**config.mk**
```make
export PLATFORM = sky130hd
export DESIGN_NAME = nn_seq_ctrl
export DESIGN_NICKNAME = d
export VERILOG_FILES = /design/src/rtl/nn_ctrl_pkg.sv /design/src/rtl/nn_seq_ctrl_iter_counter.sv /design/src/rtl/nn_seq_ctrl.sv
export SDC_FILE = /design/constraint.sdc
export NUM_CORES = 1
export LEC_CHECK = 0
export ABC_AREA = 1
export CORE_MARGIN = 4
export CORE_UTILIZATION = 40
export CTS_BUF_LIST = sky130_fd_sc_hd__clkbuf_4
export DETAILED_ROUTE_END_ITERATION = 16
export GPL_ROUTABILITY_DRIVEN = 0
export HOLD_SLACK_MARGIN = 0.06
export PLACE_DENSITY_LB_ADDON = 0.15
export SLEW_MARGIN = 30
export SYNTH_ARGS = -nofsm -noshare
export SYNTH_HDL_FRONTEND = slang
export SYNTH_HIERARCHICAL = 1
export SYNTH_SLANG_ARGS = --single-unit
```
**constraint.sdc**
```tcl
create_clock -name clk -period 4.2 [get_ports clk]
set_input_delay 0.84 -clock clk [delete_from_list [all_inputs] [get_ports clk]]
set_output_delay 0.84 -clock clk [all_outputs]
set_load 0.01 [all_outputs]
```
**src/rtl/nn_ctrl_pkg.sv**
```systemverilog
// Shared definitions for the winner-take-all sequencing controller.
// Holds the FSM state encoding and the default iteration-limit parameters,
// so the controller and its bench agree on them.
package nn_ctrl_pkg;

  // Controller states; binary encoded.
  typedef enum logic [2:0] {
    IDLE = 3'd0,
    LOAD = 3'd1,
    INIT = 3'd2,
    UPD  = 3'd3,
    CHK  = 3'd4,
    ITER = 3'd5,
    FIN  = 3'd6,
    DONE = 3'd7
  } state_t;

  // Default iteration limit and counter width (2^ITER_W must exceed MAX_ITER).
  localparam int MAX_ITER_DEF = 16;
  localparam int ITER_W_DEF   = 5;

endpackage

```
**src/rtl/nn_seq_ctrl_iter_counter.sv**
```systemverilog
// Saturating update counter for the sequencing controller.
// Synchronous clear has priority over increment; the count holds at its
// all-ones value instead of wrapping.
module iter_counter #(
  parameter int W = 5
) (
  input  logic         clk,
  input  logic         rst,
  input  logic         clr,
  input  logic         inc,
  output logic [W-1:0] count
);

  localparam logic [W-1:0] CNT_MAX = '1;

  // Count completed updates; clear at the start of a run, stop at full scale.
  always_ff @(posedge clk or negedge rst) begin
    if (!rst) begin
      count <= '0;
    end else if (clr) begin
      count <= '0;
    end else if (inc && (count != CNT_MAX)) begin
      count <= count + 1'b1;
    end
  end

endmodule

```
**src/rtl/nn_seq_ctrl.sv**
```systemverilog
// Sequencing controller for the 4-neuron winner-take-all datapath.
// Moore FSM: LOAD the inputs, INIT the processing unit from X, then loop
// UPD/CHK/ITER until the decoder reports convergence, latch the winner (FIN)
// and pulse done. All outputs are registered alongside the state.
// Optional feature: define NN_CTRL_TIMEOUT_EN to end a run with timeout=1
// once MAX_ITER updates have completed without convergence.
module nn_seq_ctrl
  import nn_ctrl_pkg::*;
#(
  parameter int MAX_ITER = MAX_ITER_DEF,
  parameter int ITER_W   = ITER_W_DEF
) (
  input  logic              clk,
  input  logic              rst,
  input  logic              start,
  input  logic              complete,
  output logic              sel,
  output logic              en0,
  output logic              en1,
  output logic              en2,
  output logic              en3,
  output logic              busy,
  output logic              done,
  output logic              timeout,
  output logic [ITER_W-1:0] iter
);

  // The limit comparison needs headroom in the counter to be reachable.
  if (MAX_ITER >= (1 << ITER_W)) begin : g_bad_cfg
    $error("nn_seq_ctrl: ITER_W too narrow for MAX_ITER");
  end

  state_t state;
  logic   limit_hit;

`ifdef NN_CTRL_TIMEOUT_EN
  // Limit reached once the counter shows MAX_ITER completed updates.
  assign limit_hit = (iter == ITER_W'(MAX_ITER));
`else
  // No iteration limit: loop until the decoder converges.
  assign limit_hit = 1'b0;
`endif

  // Counter is cleared while in INIT and advanced once per UPD.
  iter_counter #(
    .W(ITER_W)
  ) u_iter (
    .clk  (clk),
    .rst  (rst),
    .clr  (state == INIT),
    .inc  (state == UPD),
    .count(iter)
  );

  // Next-state logic with outputs registered for the state being entered.
  always_ff @(posedge clk or negedge rst) begin
    if (!rst) begin
      state   <= IDLE;
      sel     <= 1'b0;
      en0     <= 1'b0;
      en1     <= 1'b0;
      en2     <= 1'b0;
      en3     <= 1'b0;
      busy    <= 1'b0;
      done    <= 1'b0;
      timeout <= 1'b0;
    end else begin
      sel  <= 1'b0;
      en0  <= 1'b0;
      en1  <= 1'b0;
      en2  <= 1'b0;
      en3  <= 1'b0;
      done <= 1'b0;
      busy <= 1'b1;
      case (state)
        IDLE: begin
          if (start) begin
            state   <= LOAD;
            en0     <= 1'b1;
            timeout <= 1'b0;
          end else begin
            busy <= 1'b0;
          end
        end
        LOAD: begin
          state <= INIT;
          sel   <= 1'b1;
          en1   <= 1'b1;
        end
        INIT: begin
          state <= UPD;
          en2   <= 1'b1;
        end
        UPD: begin
          state <= CHK;
        end
        CHK: begin
          // Convergence takes precedence over the iteration limit.
          if (complete) begin
            state <= FIN;
            en3   <= 1'b1;
          end else if (limit_hit) begin
            state   <= DONE;
            done    <= 1'b1;
            timeout <= 1'b1;
          end else begin
            state <= ITER;
            en1   <= 1'b1;
          end
        end
        ITER: begin
          state <= UPD;
          en2   <= 1'b1;
        end
        FIN: begin
          state <= DONE;
          done  <= 1'b1;
        end
        DONE: begin
          state <= IDLE;
          busy  <= 1'b0;
        end
        default: begin
          state <= IDLE;
          busy  <= 1'b0;
        end
      endcase
    end
  end

endmodule

```
==> flow_summary.yaml <==
worst_setup_path:
  path_max_fanout: 4
  cp.required_ps: 3360
  cpLargestDelayFamily: "buffers and inverters"
  timing.rr.start: "u_iter/count[0]"
  crit_buf_inv: 1
  critPathCaptureType: "primary output"
  cp_cell_sequence: "clkdlybuf4s50_1"
  worst_ep_arrival_time_ps: 1230
  slowest_delay_ps: 550
  cpMaxStageDelayCell: "clkdlybuf4s50_1"
  start_kind: "register"
  worstSetupPathType: "register to primary output"
  crit_start: "u_iter/count[0]"
placement:
  hpwlAfterDp_um: 877
  port_buffers: 15
  dp.cells: 110
cells_and_area:
  largest_reg_flops: 5
  multi_input_area_um2: 236
  most-common-layout-cells: "nand2_1, nor2_1, dfrtp_1, clkdlybuf4s50_1, inv_1"
  final_common_cell: "nand2_1"
  regMostFlops: "u_iter/count"
  final_nets: 105
  n_antenna_cell: 0
  instances_no_fill: 114
  top_regs: "u_iter/count: 5 flops, state: 3 flops"
  synthToLayoutAreaGrowth_pct: 28.8
  regArea_um2: 375
  drive_gt1_share_pct: 9.18
  fillCellCount: 146
detailed_routing:
  drc: 0
  ant_nets: 0
  vias_per_cell: 4.51
  via_count: 514
  wl_per_cell_um: 10.1
  initialDrtViolationCount: 9
  dr.pass1.iters: 4
  routed_wl_um: 1160
power_and_ir_drop:
  internal_power_uw: 341
  p_leak_nw: 0.455
  clkPwrFrac_pct: 14.4
  seq_power_share_pct: 41.8
  p_switching_uw: 213
  sw_frac_of_total_pct: 38.5
  p_comb_share_pct: 43.9
  ir_drop_v: 0.000305
  cellPowerDensity_nw_per_um2: 652
logic_synthesis:
  ys_seq_area_share_pct: 56.8
  avgSynthCellArea_um2: 8.26
  ys_types: 13
  syn_inst: 80
  yosysTopAreaCell: "dfrtp_1"
  syn_nets: 86
  synth_top_area_share_pct: 56.8
  synth_seq_cells: 15
  synth_area_leaders: "dfrtp_1, nand2_1, nor2_1, nand3_1, inv_1"
  ys_warn_count: 6
  synthesis.area_um2: 661
timing:
  max_freq_mhz: 484
  slew_viol_final: 0
  rsz0062_at_grt: "false"
  slew_headroom_pct: 55.0
  tightest_slew_ps: 673
  setup_violations: 0
  finalClockSkew_ps: 1.90
  fin_tns_setup_ps: 0
  post-route-min-period_ps: 2070
  finalHoldViolations: 0
  finalCritPeriodShare_pct: 49.2
worst_hold_path:
  min_path_type: "register to register"
  hold_start: "u_iter/count[4]"
die:
  start_util_pct: 42.9
  die_area_um2: 2370
  fp.coreArea_um2: 1540
  io_pins: 17
  die_w_um: 48.6
  die_y_um: 48.6
  rows: 14
cts:
  clk_pin_slew_ps: 90
  htree_levels: 1
  insertion_delay_ps: 280
  cts_buffers: 3
  cts.sinks: 15
  cts_setup_buffers: 0
  cts_root_buffer: "clkbuf_4"
  cts_hold_buf: 0
  ctsResizeCount: 0
  cts_buffer_depth: 2
  cts_tree: "yes"
global_route:
  globalRouteOverflowTotal: 0
  grt_max_degree: 16
  antenna_found_initial: 0
  grt_usage_pct: 11.3
  grt_pass1_vias: 466
  grt_pass1_wl_um: 2070
status:
  outcome: "finished, final reports clean"
run:
  cap_viol_max_count: 0
## synthesized netlist by cell type
master,count
nand2_2,2
inv_1,8
buf_4,1
a21boi_0,1
nand2_1,21
dfrtp_1,15
a21oi_1,2
nand3_1,6
o21ai_0,1
nor2_1,17
conb_1,1
inv_2,3
ha_1,2
## cell type report
| class | instances | share of cell area, % |
|---|---|---|
| Tap cell | 16 | 2.35 |
| Clock inverter | 1 | 0.588 |
| Clock buffer | 3 | 2.65 |
| Inverter | 11 | 4.85 |
| Sequential cell | 15 | 44.1 |
| Multi-Input combinational cell | 53 | 27.8 |
| Timing Repair Buffer | 15 | 17.6 |
## per-stage QoR
step | instance area, um^2 | setup WS [ps] | utilization, % | hold WS, ps | total power [mW]
after floorplan | 661 | 2780 | - | 539 | 0.374
after global placement | 823 | 2440 | 53.4 | 532 | 0.477
after detailed placement | 823 | 2430 | 53.4 | 531 | 0.480
after CTS | 851 | 2110 | 55.2 | 553 | 0.563
after global routing | 851 | 2060 | 55.2 | 610 | 0.615
final | 851 | 2130 | 55.2 | 549 | 0.554
## cells by family after synthesis
kind of cell | Yosys count | share of synthesized area (%)
other | 1 | 0.568
adder cells (fa/ha/maj) | 2 | 3.79
AO/OA/AOI/OAI | 4 | 3.41
buffers and inverters | 12 | 7.39
AND/OR/NAND/NOR | 46 | 28.0
flip-flops | 15 | 56.8
## routing by layer
| metal | GRT usage, % | share of wire, % | wire length [um] |
|---|---|---|---|
| met5 | 0 | 0 | 0 |
| met4 | 5.38 | 1.4 | 16 |
| met3 | 3.99 | 7.2 | 83 |
| met2 | 15.7 | 43 | 502 |
| met1 | 15.4 | 48 | 553 |
## power groups by stage
stage	Combinational [mW]	Clock, mW	Sequential, mW
floorplan	0.126	0	0.248
global placement	0.243	0	0.234
detailed placement	0.245	0	0.235
CTS	0.246	0.0850	0.233
global route	0.282	0.0928	0.241
finish	0.243	0.0796	0.231
## final timing paths
kind	to	slack (ps)	depth (start not counted)
hold / removal	u_iter/count[4]	550	2
setup reg to reg	u_iter/count[3]	2710	10
setup / recovery	iter[0]	2130	1
max in group asynchronous	state[1]	2810	1
hold reg to reg	u_iter/count[4]	550	2
min in group asynchronous	u_iter/count[1]	970	1
No activity file was read; power rests on OpenSTA's default activity.
